### src/rtl/axi_line_adapter.sv
// -----------------------------------------------------------------------------
// axi_line_adapter
//
// Purpose:
//   Bridges cache-line / single-word requests from the miss logic onto an AXI4
//   master port. A write engine and a read engine run independently, so one
//   read and one write may be in flight at the same time. Each request is
//   captured on acceptance, so the requester only has to present it for the
//   valid&ready cycle. Bus errors (SLVERR/DECERR) are reported back through
//   wr_err_o / rd_err_o.
//
// Ports:
//   clk_i, rst_ni                     clock, asynchronous active-low reset
//   wr_req_* / wr_addr_i ...          write request (line burst or single beat)
//   wr_done_o, wr_id_o, wr_err_o      write completion pulse, ID and error
//   rd_req_* / rd_addr_i ...          read request (line burst or single beat)
//   rd_valid_o, rd_data_o, rd_id_o,
//   rd_err_o                          read completion pulse, line, ID, error
//   crit_valid_o, crit_data_o         requested beat, as it arrives (bursts)
//   aw_* / w_* / b_* / ar_* / r_*     AXI4 master channels
// -----------------------------------------------------------------------------
module axi_line_adapter #(
    parameter int AXI_DATA_WIDTH      = 64,
    parameter int LINE_WIDTH          = 256,
    parameter int ADDR_WIDTH          = 64,
    parameter int ID_WIDTH            = 10,
    parameter bit CRITICAL_WORD_FIRST = 1'b0
) (
    input  logic                        clk_i,
    input  logic                        rst_ni,

    input  logic                        wr_req_valid_i,
    output logic                        wr_req_ready_o,
    input  logic [ADDR_WIDTH-1:0]       wr_addr_i,
    input  logic                        wr_single_i,
    input  logic [2:0]                  wr_size_i,
    input  logic [ID_WIDTH-1:0]         wr_id_i,
    input  logic [LINE_WIDTH-1:0]       wr_data_i,
    input  logic [LINE_WIDTH/8-1:0]     wr_be_i,
    output logic                        wr_done_o,
    output logic [ID_WIDTH-1:0]         wr_id_o,
    output logic                        wr_err_o,

    input  logic                        rd_req_valid_i,
    output logic                        rd_req_ready_o,
    input  logic [ADDR_WIDTH-1:0]       rd_addr_i,
    input  logic                        rd_single_i,
    input  logic [2:0]                  rd_size_i,
    input  logic [ID_WIDTH-1:0]         rd_id_i,
    output logic                        rd_valid_o,
    output logic [LINE_WIDTH-1:0]       rd_data_o,
    output logic [ID_WIDTH-1:0]         rd_id_o,
    output logic                        rd_err_o,
    output logic                        crit_valid_o,
    output logic [AXI_DATA_WIDTH-1:0]   crit_data_o,

    output logic                        aw_valid_o,
    input  logic                        aw_ready_i,
    output logic [ADDR_WIDTH-1:0]       aw_addr_o,
    output logic [7:0]                  aw_len_o,
    output logic [2:0]                  aw_size_o,
    output logic [1:0]                  aw_burst_o,
    output logic [ID_WIDTH-1:0]         aw_id_o,

    output logic                        w_valid_o,
    input  logic                        w_ready_i,
    output logic [AXI_DATA_WIDTH-1:0]   w_data_o,
    output logic [AXI_DATA_WIDTH/8-1:0] w_strb_o,
    output logic                        w_last_o,

    input  logic                        b_valid_i,
    output logic                        b_ready_o,
    input  logic [ID_WIDTH-1:0]         b_id_i,
    input  logic [1:0]                  b_resp_i,

    output logic                        ar_valid_o,
    input  logic                        ar_ready_i,
    output logic [ADDR_WIDTH-1:0]       ar_addr_o,
    output logic [7:0]                  ar_len_o,
    output logic [2:0]                  ar_size_o,
    output logic [1:0]                  ar_burst_o,
    output logic [ID_WIDTH-1:0]         ar_id_o,

    input  logic                        r_valid_i,
    output logic                        r_ready_o,
    input  logic [AXI_DATA_WIDTH-1:0]   r_data_i,
    input  logic [1:0]                  r_resp_i,
    input  logic                        r_last_i,
    input  logic [ID_WIDTH-1:0]         r_id_i
);

    localparam int BEAT_BYTES = AXI_DATA_WIDTH / 8;
    localparam int BEATS      = LINE_WIDTH / AXI_DATA_WIDTH;
    localparam int OFF        = $clog2(BEAT_BYTES);
    localparam int IDX_W      = (BEATS > 1) ? $clog2(BEATS) : 1;
    localparam int CNT_W      = 9;

    localparam logic [7:0]            BURST_LEN  = 8'(BEATS - 1);
    localparam logic [2:0]            BEAT_SIZE  = 3'(OFF);
    localparam logic [1:0]            BURST_INCR = 2'b01;
    localparam logic [1:0]            BURST_WRAP = 2'b10;
    localparam logic [IDX_W-1:0]      LANE_MASK  = IDX_W'(BEATS - 1);
    localparam logic [ADDR_WIDTH-1:0] LINE_MASK  = ~ADDR_WIDTH'(LINE_WIDTH / 8 - 1);
    localparam logic [ADDR_WIDTH-1:0] BEAT_MASK  = ~ADDR_WIDTH'(BEAT_BYTES - 1);
    localparam bit                    USE_WRAP   = CRITICAL_WORD_FIRST && (BEATS > 1);

    typedef enum logic [1:0] {W_IDLE, W_SEND, W_WAIT_B} wr_state_e;
    typedef enum logic [1:0] {R_IDLE, R_WAIT_AR, R_RECV} rd_state_e;

    // =========================================================================
    // Write engine
    // =========================================================================
    wr_state_e                 wr_state_q, wr_state_d;
    logic [ADDR_WIDTH-1:0]     wr_addr_q;
    logic                      wr_single_q;
    logic [2:0]                wr_size_q;
    logic [ID_WIDTH-1:0]       wr_id_q;
    logic [LINE_WIDTH-1:0]     wr_data_q;
    logic [LINE_WIDTH/8-1:0]   wr_be_q;
    logic                      aw_done_q;
    logic                      w_done_q;
    logic [IDX_W-1:0]          w_cnt_q;
    logic                      wr_done_q;
    logic [ID_WIDTH-1:0]       wr_id_out_q;
    logic                      wr_err_q;

    logic                      wr_accept;
    logic                      aw_hs;
    logic                      w_hs;
    logic                      b_hs;
    logic                      w_beat_last;
    logic [IDX_W-1:0]          wr_req_lane;
    logic [IDX_W-1:0]          w_lane;

    assign wr_accept   = wr_req_valid_i && wr_req_ready_o;
    assign aw_hs       = aw_valid_o && aw_ready_i;
    assign w_hs        = w_valid_o && w_ready_i;
    assign b_hs        = b_valid_i && b_ready_o;
    assign wr_req_lane = wr_addr_q[OFF +: IDX_W] & LANE_MASK;
    assign w_beat_last = wr_single_q || (w_cnt_q == LANE_MASK);
    assign w_lane      = wr_single_q ? wr_req_lane : w_cnt_q;

    // Burst writes always start at the line base; a single beat keeps its
    // exact address and size so partial stores reach the slave untouched.
    assign aw_addr_o  = wr_single_q ? wr_addr_q : (wr_addr_q & LINE_MASK);
    assign aw_len_o   = wr_single_q ? 8'd0 : BURST_LEN;
    assign aw_size_o  = wr_single_q ? wr_size_q : BEAT_SIZE;
    assign aw_burst_o = BURST_INCR;
    assign aw_id_o    = wr_id_q;
    assign w_data_o   = wr_data_q[w_lane*AXI_DATA_WIDTH +: AXI_DATA_WIDTH];
    assign w_strb_o   = wr_be_q[w_lane*BEAT_BYTES +: BEAT_BYTES];
    assign w_last_o   = w_beat_last;

    assign wr_done_o  = wr_done_q;
    assign wr_id_o    = wr_id_out_q;
    assign wr_err_o   = wr_err_q;

    // Write state register.
    always_ff @(posedge clk_i or negedge rst_ni) begin
        if (!rst_ni) begin
            wr_state_q <= W_IDLE;
        end else begin
            wr_state_q <= wr_state_d;
        end
    end

    // Write next state: SEND ends only once both the address and the last
    // data beat have been handshaken, in whichever order the slave takes them.
    always_comb begin
        wr_state_d = wr_state_q;
        case (wr_state_q)
            W_IDLE: begin
                if (wr_accept) begin
                    wr_state_d = W_SEND;
                end
            end
            W_SEND: begin
                if ((aw_done_q || aw_hs) && (w_done_q || (w_hs && w_beat_last))) begin
                    wr_state_d = W_WAIT_B;
                end
            end
            W_WAIT_B: begin
                if (b_valid_i) begin
                    wr_state_d = W_IDLE;
                end
            end
            default: wr_state_d = W_IDLE;
        endcase
    end

    // Write state outputs.
    always_comb begin
        wr_req_ready_o = 1'b0;
        aw_valid_o     = 1'b0;
        w_valid_o      = 1'b0;
        b_ready_o      = 1'b0;
        case (wr_state_q)
            W_IDLE:   wr_req_ready_o = 1'b1;
            W_SEND: begin
                aw_valid_o = !aw_done_q;
                w_valid_o  = !w_done_q;
            end
            W_WAIT_B: b_ready_o = 1'b1;
            default: ;
        endcase
    end

    // Write datapath: request capture, AW/W progress tracking and the
    // registered completion report.
    always_ff @(posedge clk_i or negedge rst_ni) begin
        if (!rst_ni) begin
            wr_addr_q   <= '0;
            wr_single_q <= 1'b0;
            wr_size_q   <= '0;
            wr_id_q     <= '0;
            wr_data_q   <= '0;
            wr_be_q     <= '0;
            aw_done_q   <= 1'b0;
            w_done_q    <= 1'b0;
            w_cnt_q     <= '0;
            wr_done_q   <= 1'b0;
            wr_id_out_q <= '0;
            wr_err_q    <= 1'b0;
        end else begin
            if (wr_accept) begin
                wr_addr_q   <= wr_addr_i;
                wr_single_q <= wr_single_i;
                wr_size_q   <= wr_size_i;
                wr_id_q     <= wr_id_i;
                wr_data_q   <= wr_data_i;
                wr_be_q     <= wr_be_i;
                aw_done_q   <= 1'b0;
                w_done_q    <= 1'b0;
                w_cnt_q     <= '0;
            end else begin
                if (aw_hs) begin
                    aw_done_q <= 1'b1;
                end
                if (w_hs) begin
                    w_cnt_q <= w_cnt_q + IDX_W'(1);
                    if (w_beat_last) begin
                        w_done_q <= 1'b1;
                    end
                end
            end
            wr_done_q <= b_hs;
            wr_err_q  <= b_hs && b_resp_i[1];
            if (b_hs) begin
                wr_id_out_q <= wr_id_q;
            end
        end
    end

    // =========================================================================
    // Read engine
    // =========================================================================
    rd_state_e                 rd_state_q, rd_state_d;
    logic [ADDR_WIDTH-1:0]     rd_addr_q;
    logic                      rd_single_q;
    logic [2:0]                rd_size_q;
    logic [ID_WIDTH-1:0]       rd_id_q;
    logic [CNT_W-1:0]          r_cnt_q;
    logic                      r_err_acc_q;
    logic                      rd_valid_q;
    logic [ID_WIDTH-1:0]       rd_id_out_q;
    logic                      rd_err_q;

    logic                      rd_accept;
    logic                      r_hs;
    logic [IDX_W-1:0]          rd_req_lane;
    logic [IDX_W-1:0]          r_lane;
    logic [CNT_W-1:0]          r_expected;
    logic                      r_count_bad;
    logic                      crit_hit;

    assign rd_accept   = rd_req_valid_i && rd_req_ready_o;
    assign r_hs        = r_valid_i && r_ready_o;
    assign rd_req_lane = rd_addr_q[OFF +: IDX_W] & LANE_MASK;
    assign r_expected  = rd_single_q ? CNT_W'(1) : CNT_W'(BEATS);
    assign r_count_bad = (r_cnt_q + CNT_W'(1)) != r_expected;

    // With a wrapping burst the first beat is the requested one and later
    // beats walk upward modulo the line; otherwise beats arrive in lane order.
    always_comb begin
        r_lane = r_cnt_q[IDX_W-1:0] & LANE_MASK;
        if (rd_single_q) begin
            r_lane = rd_req_lane;
        end else if (USE_WRAP) begin
            r_lane = (rd_req_lane + r_cnt_q[IDX_W-1:0]) & LANE_MASK;
        end
    end

    assign crit_hit = !rd_single_q &&
                      (USE_WRAP ? (r_cnt_q == '0) : (r_cnt_q == CNT_W'(rd_req_lane)));

    assign ar_addr_o  = rd_single_q ? rd_addr_q :
                        (USE_WRAP ? (rd_addr_q & BEAT_MASK) : (rd_addr_q & LINE_MASK));
    assign ar_len_o   = rd_single_q ? 8'd0 : BURST_LEN;
    assign ar_size_o  = rd_single_q ? rd_size_q : BEAT_SIZE;
    assign ar_burst_o = (USE_WRAP && !rd_single_q) ? BURST_WRAP : BURST_INCR;
    assign ar_id_o    = rd_id_q;
    assign crit_data_o = r_data_i;

    assign rd_valid_o = rd_valid_q;
    assign rd_id_o    = rd_id_out_q;
    assign rd_err_o   = rd_err_q;

    // Read state register.
    always_ff @(posedge clk_i or negedge rst_ni) begin
        if (!rst_ni) begin
            rd_state_q <= R_IDLE;
        end else begin
            rd_state_q <= rd_state_d;
        end
    end

    // Read next state: the slave's r_last ends the transfer even if the beat
    // count is wrong, so a short burst cannot hang the engine.
    always_comb begin
        rd_state_d = rd_state_q;
        case (rd_state_q)
            R_IDLE: begin
                if (rd_accept) begin
                    rd_state_d = R_WAIT_AR;
                end
            end
            R_WAIT_AR: begin
                if (ar_ready_i) begin
                    rd_state_d = R_RECV;
                end
            end
            R_RECV: begin
                if (r_valid_i && r_last_i) begin
                    rd_state_d = R_IDLE;
                end
            end
            default: rd_state_d = R_IDLE;
        endcase
    end

    // Read state outputs.
    always_comb begin
        rd_req_ready_o = 1'b0;
        ar_valid_o     = 1'b0;
        r_ready_o      = 1'b0;
        crit_valid_o   = 1'b0;
        case (rd_state_q)
            R_IDLE:    rd_req_ready_o = 1'b1;
            R_WAIT_AR: ar_valid_o     = 1'b1;
            R_RECV: begin
                r_ready_o    = 1'b1;
                crit_valid_o = r_valid_i && crit_hit;
            end
            default: ;
        endcase
    end

    // Read datapath: request capture, beat placement into the line buffer,
    // error accumulation and the registered completion report.
    always_ff @(posedge clk_i or negedge rst_ni) begin
        if (!rst_ni) begin
            rd_addr_q   <= '0;
            rd_single_q <= 1'b0;
            rd_size_q   <= '0;
            rd_id_q     <= '0;
            r_cnt_q     <= '0;
            r_err_acc_q <= 1'b0;
            rd_data_o   <= '0;
            rd_valid_q  <= 1'b0;
            rd_id_out_q <= '0;
            rd_err_q    <= 1'b0;
        end else begin
            if (rd_accept) begin
                rd_addr_q   <= rd_addr_i;
                rd_single_q <= rd_single_i;
                rd_size_q   <= rd_size_i;
                rd_id_q     <= rd_id_i;
                r_cnt_q     <= '0;
                r_err_acc_q <= 1'b0;
            end else if (r_hs) begin
                rd_data_o[r_lane*AXI_DATA_WIDTH +: AXI_DATA_WIDTH] <= r_data_i;
                if (r_cnt_q != '1) begin
                    r_cnt_q <= r_cnt_q + CNT_W'(1);
                end
                r_err_acc_q <= r_err_acc_q | r_resp_i[1];
            end
            rd_valid_q <= r_hs && r_last_i;
            rd_err_q   <= r_hs && r_last_i && (r_err_acc_q || r_resp_i[1] || r_count_bad);
            if (r_hs && r_last_i) begin
                rd_id_out_q <= rd_id_q;
            end
        end
    end

    // Response IDs and the low response bit carry no information for a
    // single-outstanding master.
    logic unused_inputs;
    assign unused_inputs = ^{b_id_i, r_id_i, b_resp_i[0], r_resp_i[0]};

endmodule

### config.mk
export PLATFORM = sky130hd
export DESIGN_NAME = axi_line_adapter
export DESIGN_NICKNAME = d
export VERILOG_FILES = /design/src/rtl/axi_line_adapter.sv
export SDC_FILE = /design/constraint.sdc
export NUM_CORES = 1
export LEC_CHECK = 0
export CORE_AREA = 2 2 448 450
export CTS_CLUSTER_SIZE = 30
export DETAILED_ROUTE_END_ITERATION = 6
export DIE_AREA = 0 0 450 452
export HOLD_SLACK_MARGIN = 0.06
export REMOVE_ABC_BUFFERS = 1
export SYNTH_ARGS = -nofsm -noshare
export SYNTH_HDL_FRONTEND = slang
export SYNTH_SLANG_ARGS = --single-unit
### constraint.sdc
create_clock -name clk_i -period 3.2 [get_ports clk_i]
set_input_delay 0.64 -clock clk_i [delete_from_list [all_inputs] [get_ports clk_i]]
set_output_delay 0.64 -clock clk_i [all_outputs]
set_load 0.01 [all_outputs]
# Yosys cells after proc, flatten, opt, wreduce, memory -nomap -nowiden
# Cells that the tools add are included.
word_totals:
  output_inout_bits: 599
  elab_cells: 119
  ff_bits: 742
op_classes:
  eq_ne: 14
  n_addsub: 3
  n_reduce_logical: 34
  muxes: 38
  shifts: 4
  bitwise: 2
op_table:
  columns: ["operator", "n"]
  rows:
  - ["256-bit bitwise mux", 1]
  - ["64-bit by 34-bit variable shift with 256-bit output (first input constant)", 1]
  - ["256-bit by 9-bit indexed part select with 64-bit output", 1]
  - ["64-bit by 34-bit indexed part select with 256-bit output", 1]
  - ["8-bit negator with 34-bit output", 1]
  - ["32-bit by 6-bit indexed part select with 8-bit output", 1]
  - ["9-bit 2-to-1 mux", 3]
  - ["2-bit 2-to-1 mux", 12]
  - ["1-bit 2-to-1 mux", 15]
  - ["1-bit logical AND", 14]
  - ["2-bit inequality test (second input constant)", 6]
  - ["2-bit one-hot mux with 3 select lines", 2]
  - ["5-bit 2-to-1 mux", 2]
  - ["2-bit nonzero test", 5]
  - ["9-bit by 1-bit adder with 9-bit output (second input constant)", 1]
  - ["9-bit by 2-bit equality test with 1-bit output", 1]
  - ["3-bit 2-to-1 mux", 3]
  - ["9-bit by 3-bit inequality test with 1-bit output", 1]
  - ["9-bit inequality test (second input constant)", 1]
  - ["2-bit equality test (second input constant)", 3]
  - ["2-bit AND reduction", 3]
  - ["3-bit AND reduction", 2]
  - ["1-bit logical OR", 5]
  - ["2-bit by 1-bit equality test with 1-bit output (second input constant)", 2]
  - ["other kinds (5)", 8]

# Logic depth before layout (Yosys ltp)
depth:
  ltp_word: 8
  mapped_depth: 10
  depth_no_buf: 9

# Worst setup path after synthesis
# OpenSTA, ideal clock, no wires.
synth_path:
  path_type: "register to output"
  start: "register wr_single_q"
  end: "output port w_data_o[0]"
  n_path_buf: 2
  arrival_ps: 1790
  slack_ps: 770
  path_stages_with_launch: 6
  required_ps: 2560
  cell_sequence: "dfrtp_1 > and2_1 > a21oi_1 > buf_2 > buf_2 > mux4_2"
synth_between:
  elab_chain_len: 2
synth_rtl:
  columns: ["item", "line_no", "text"]
  rows:
  - ["from (decl)", "115", "logic wr_single_q;"]
  - ["from (signal assigned)", "227", "wr_single_q <= wr_single_i;"]
  - ["2-bit 2-to-1 mux", "141", "assign w_lane = wr_single_q ? wr_req_lane : w_cnt_q;"]
  - ["256-bit by 9-bit indexed part select with 64-bit output", "150", "assign w_data_o = wr_data_q[w_lane*AXI_DATA_WIDTH +: AXI_DATA_WIDTH];"]
  - ["to (decl)", "67", "output logic [AXI_DATA_WIDTH-1:0] w_data_o,"]
# No other way between the ends.

# Worst setup path after layout
layout_path:
  start: "register wr_single_q"
  end: "output port w_data_o[24]"
# Same word-level chain as after synthesis.

==> reports/results.ini <==
[global_routing]
grt_max_degree=76
grt_pass1_vias=23212
grt_antenna_before_repair=47
grt_pass1_wl_mm=180
globalRouteOverflowTotal=0
globalRouteTotalUtil_pct=12.3

[pwr]
switching_share_pct=32.5
pwr-share-seq_pct=33.9
p_sw_uw=14700
pwr-share-clk_pct=22.8
powerDensity_mw_per_mm2=950
p_leak_uw=0.0200
peakVddDrop_mv=0.501
combPwrFrac_pct=43.3
p_int_uw=30600

[finish]
layout-drive-gt1-share_pct=25.5
syn_to_final_growth_pct=55.4
final_util_pct=24.0
final_cells=5912
fin_nets=3728

[cts]
cts.clk_slew.worst_paths_ns=0.06
clock_latency_ns=0.71
h-tree-depth=3
cts_buffer_depth=3
numCtsBuffers=86
clock-sinks=742
cts_tree=built
clock-root-buffer=clkbuf_16

[timing]
slew_headroom_pct=52.4
hold_viol_final=0
fin_crit_sh_pct=104
fmaxAchievable_mhz=300
rsz0062_at_grt=true
worst_pin_slew_ns=0.714
setup_violations=49
finalMaxSlewViolations=0
final.min_clock_period_ns=3.34
skew_ns=0.0285
hold-worst-slack_ns=0.465
worst_slack_ns=-0.136

[floorplan]
pin_count=1141
dieArea_sq_mm=0.203
core_sq_mm=0.199
rows=164
die_h_um=452
die_w_um=450
start_util_pct=15.5

[critical_path]
cp.required_ns=2.56
critPathKind=register to output port
endpoint_kind=output port
cp-start-kind=register
crit_fanout=8
arrival_ns=2.70

[run_status]
violations=setup timing
status=complete, but fails checks

[placement]
dp.cells=5712
place_congestion=0.880
hpwl_mm=99.1
io_buffers=1102

[logic_synthesis]
synth_edf_count=0
synth_seq_cells=742
syn_area_sq_mm=0.0307
synth_top_family_by_area=multiplexers
yosysWarnings=0
postSynth.asyncResetShare_pct=100
synth_area_per_cell_sq_um=14.2
ys_types=47
synth-adder-area-share_pct=0.326
syn_inst=2164
synth-xor-area-share_pct=0.171
synth_compound_area_share_pct=7.87
muxShareOfSynthArea_pct=19.5
synth-simple-area-share_pct=4.50
ys_seq_area_share_pct=60.5
synth_flop_cell=dfrtp_1

[job]
drv_cap=0

[route]
routed_wl_mm=129
vias=22089
ant_nets=0
drcViolationCount=0
drt-initial-drc-count=1445
dr.pass1.iters=5
viasPerCell=3.74
routedWlPerCell_um=21.8

[worst_hold_path]
hp-class=input pin to register

placed cells by master, fill, tap and decap left out, drive strengths merged, types with 3 or more instances in the layout:
| cell | count |
|---|---|
| clkdlybuf4s50 | 1028 |
| dfrtp | 742 |
| mux2 | 385 |
| a22o | 257 |
| nand2 | 248 |
| buf | 214 |
| clkbuf | 125 |
| mux4 | 72 |
| nor2 | 17 |
| conb | 16 |
| clkinv | 16 |
| and2 | 14 |
| inv | 14 |
| o21ai | 13 |
| diode | 12 |
| ha | 8 |
| nand3 | 8 |
| nand2b | 7 |
| bufinv | 7 |
| a21oi | 6 |
| xnor2 | 5 |
| nor2b | 4 |
| o31ai | 3 |
| nor4 | 3 |
power groups by stage:
stage | registers, uW | clock network (uW) | logic, uW
2_1_floorplan | 14100 | 0 | 6040
3_5_place_dp | 15400 | 0 | 19200
4_1_cts | 15300 | 10700 | 19500
6_report | 15300 | 10300 | 19600
3_3_place_gp | 15300 | 0 | 19000
5_1_grt | 15800 | 11100 | 20800
what timing repair did:
action | in CTS | in global routing
setup endpoints to repair | 72 | 73
setup buffers | 20 | 13
gates cloned | 2 | 0
endpoints found under the hold margin | 33 | 0
hold buffers | 1 | 0
resized for setup | 343 | 41
pin swaps | 1 | 0
sequential cells by signal (all words and copies together) (netlist names), 3 cells and up:
register,cells
wr_data_q,256
wr_id_o,10
wr_addr_q,64
wr_be_q,32
rd_addr_q,64
rd_data_o,256
r_cnt_q,9
rd_size_q,3
ar_id_o,10
rd_id_o,10
wr_size_q,3
aw_id_o,10
worst paths after layout:
path	startpoint	end	slack, ns	depth (start not counted)
max	wr_single_q$_DFFE_PN0P_	w_data_o[24]	-0.14	7
min	rd_id_i[2]	ar_id_o[2]$_DFFE_PN0P_	0.46	3
max reg2reg	rd_single_q$_DFFE_PN0P_	rd_data_o[8]$_DFFE_PN0P_	0.29	8
min reg2reg	rd_addr_q[2]$_DFFE_PN0P_	rd_addr_q[2]$_DFFE_PN0P_	0.47	2
max in group asynchronous	rst_ni	wr_addr_q[16]$_DFFE_PN0P_	1.49	3
min in group asynchronous	rst_ni	wr_addr_q[3]$_DFFE_PN0P_	0.54	2
logic make-up (layout without fill, tap and decap cells):
logic type,after synthesis,in the layout
AO/OA/AOI/OAI,285,285
XOR/XNOR,6,6
adder cells (fa/ha/maj),8,8
buffers and inverters,342,1408
flip-flops,742,742
multiplexers,459,459
other,2,28
AND/OR/NAND/NOR,320,320
through the flow:
step                worst slack [ns]  area [sq um]  TNS (ns)  total power, uW
CTS                           -0.230         47400     -7.87            45500
global placement               0.230         44300         0            34300
global route                  -0.237         47700     -9.41            47600
finish                        -0.136         47700     -2.02            45300
detailed placement             0.215         44300         0            34600
floorplan                     -10.95         28600  -5105.70            20200
cell usage after synthesis, drive strengths merged (2+ instances only):
cell type / instances / area (sq um)
dfrtp: 742 / 18600
mux2: 385 / 4340
buf: 279 / 1950
a22o: 257 / 2250
nand2: 248 / 931
mux4: 72 / 1620
clkbuf: 55 / 206
nor2: 17 / 63.8
and2: 14 / 87.6
o21ai: 13 / 65.1
ha: 8 / 100
inv: 8 / 32.5
nand3: 8 / 40.0
nand2b: 7 / 43.8
a21oi: 6 / 30.0
xnor2: 5 / 43.8
nor2b: 4 / 25.0
nor4: 3 / 33.8
o31ai: 3 / 22.5
a31oi: 2 / 12.5
and2b: 2 / 15.0
and3: 2 / 12.5
conb: 2 / 7.51
mux2i: 2 / 20.0
nand4: 2 / 12.5
nor3: 2 / 26.3
nor3b: 2 / 15.0
nor4b: 2 / 17.5
or2: 2 / 12.5
worst max-delay path: stages (launching register included):
cell and delay, ns:
dfrtp_1 0.41, and2_4 0.17, a21oi_4 0.15, buf_12 0.13
buf_16 0.16, buf_12 0.16, mux4_2 0.60, buf_6 0.17
per-layer routing:
layer | GRT usage, % | wire (um) | up-vias
met5 | 0 | 118 | -
met1 | 14.6 | 50700 | 11407
met4 | 4.76 | 4560 | 18
met2 | 20.2 | 62600 | 892
li1 | - | - | 9571
met3 | 4.33 | 10700 | 201
final cells by class:
type	instances	area, sq um
Fill cell	20974	151000
Sequential cell	742	18600
Timing Repair Buffer	1246	12700
Multi-Input combinational cell	1094	10100
Tap cell	2656	3320
Clock buffer	123	2530
Clock inverter	31	425
Inverter	8	32.5
Antenna cell	12	30.0
(Power assumes the default switching activity.)
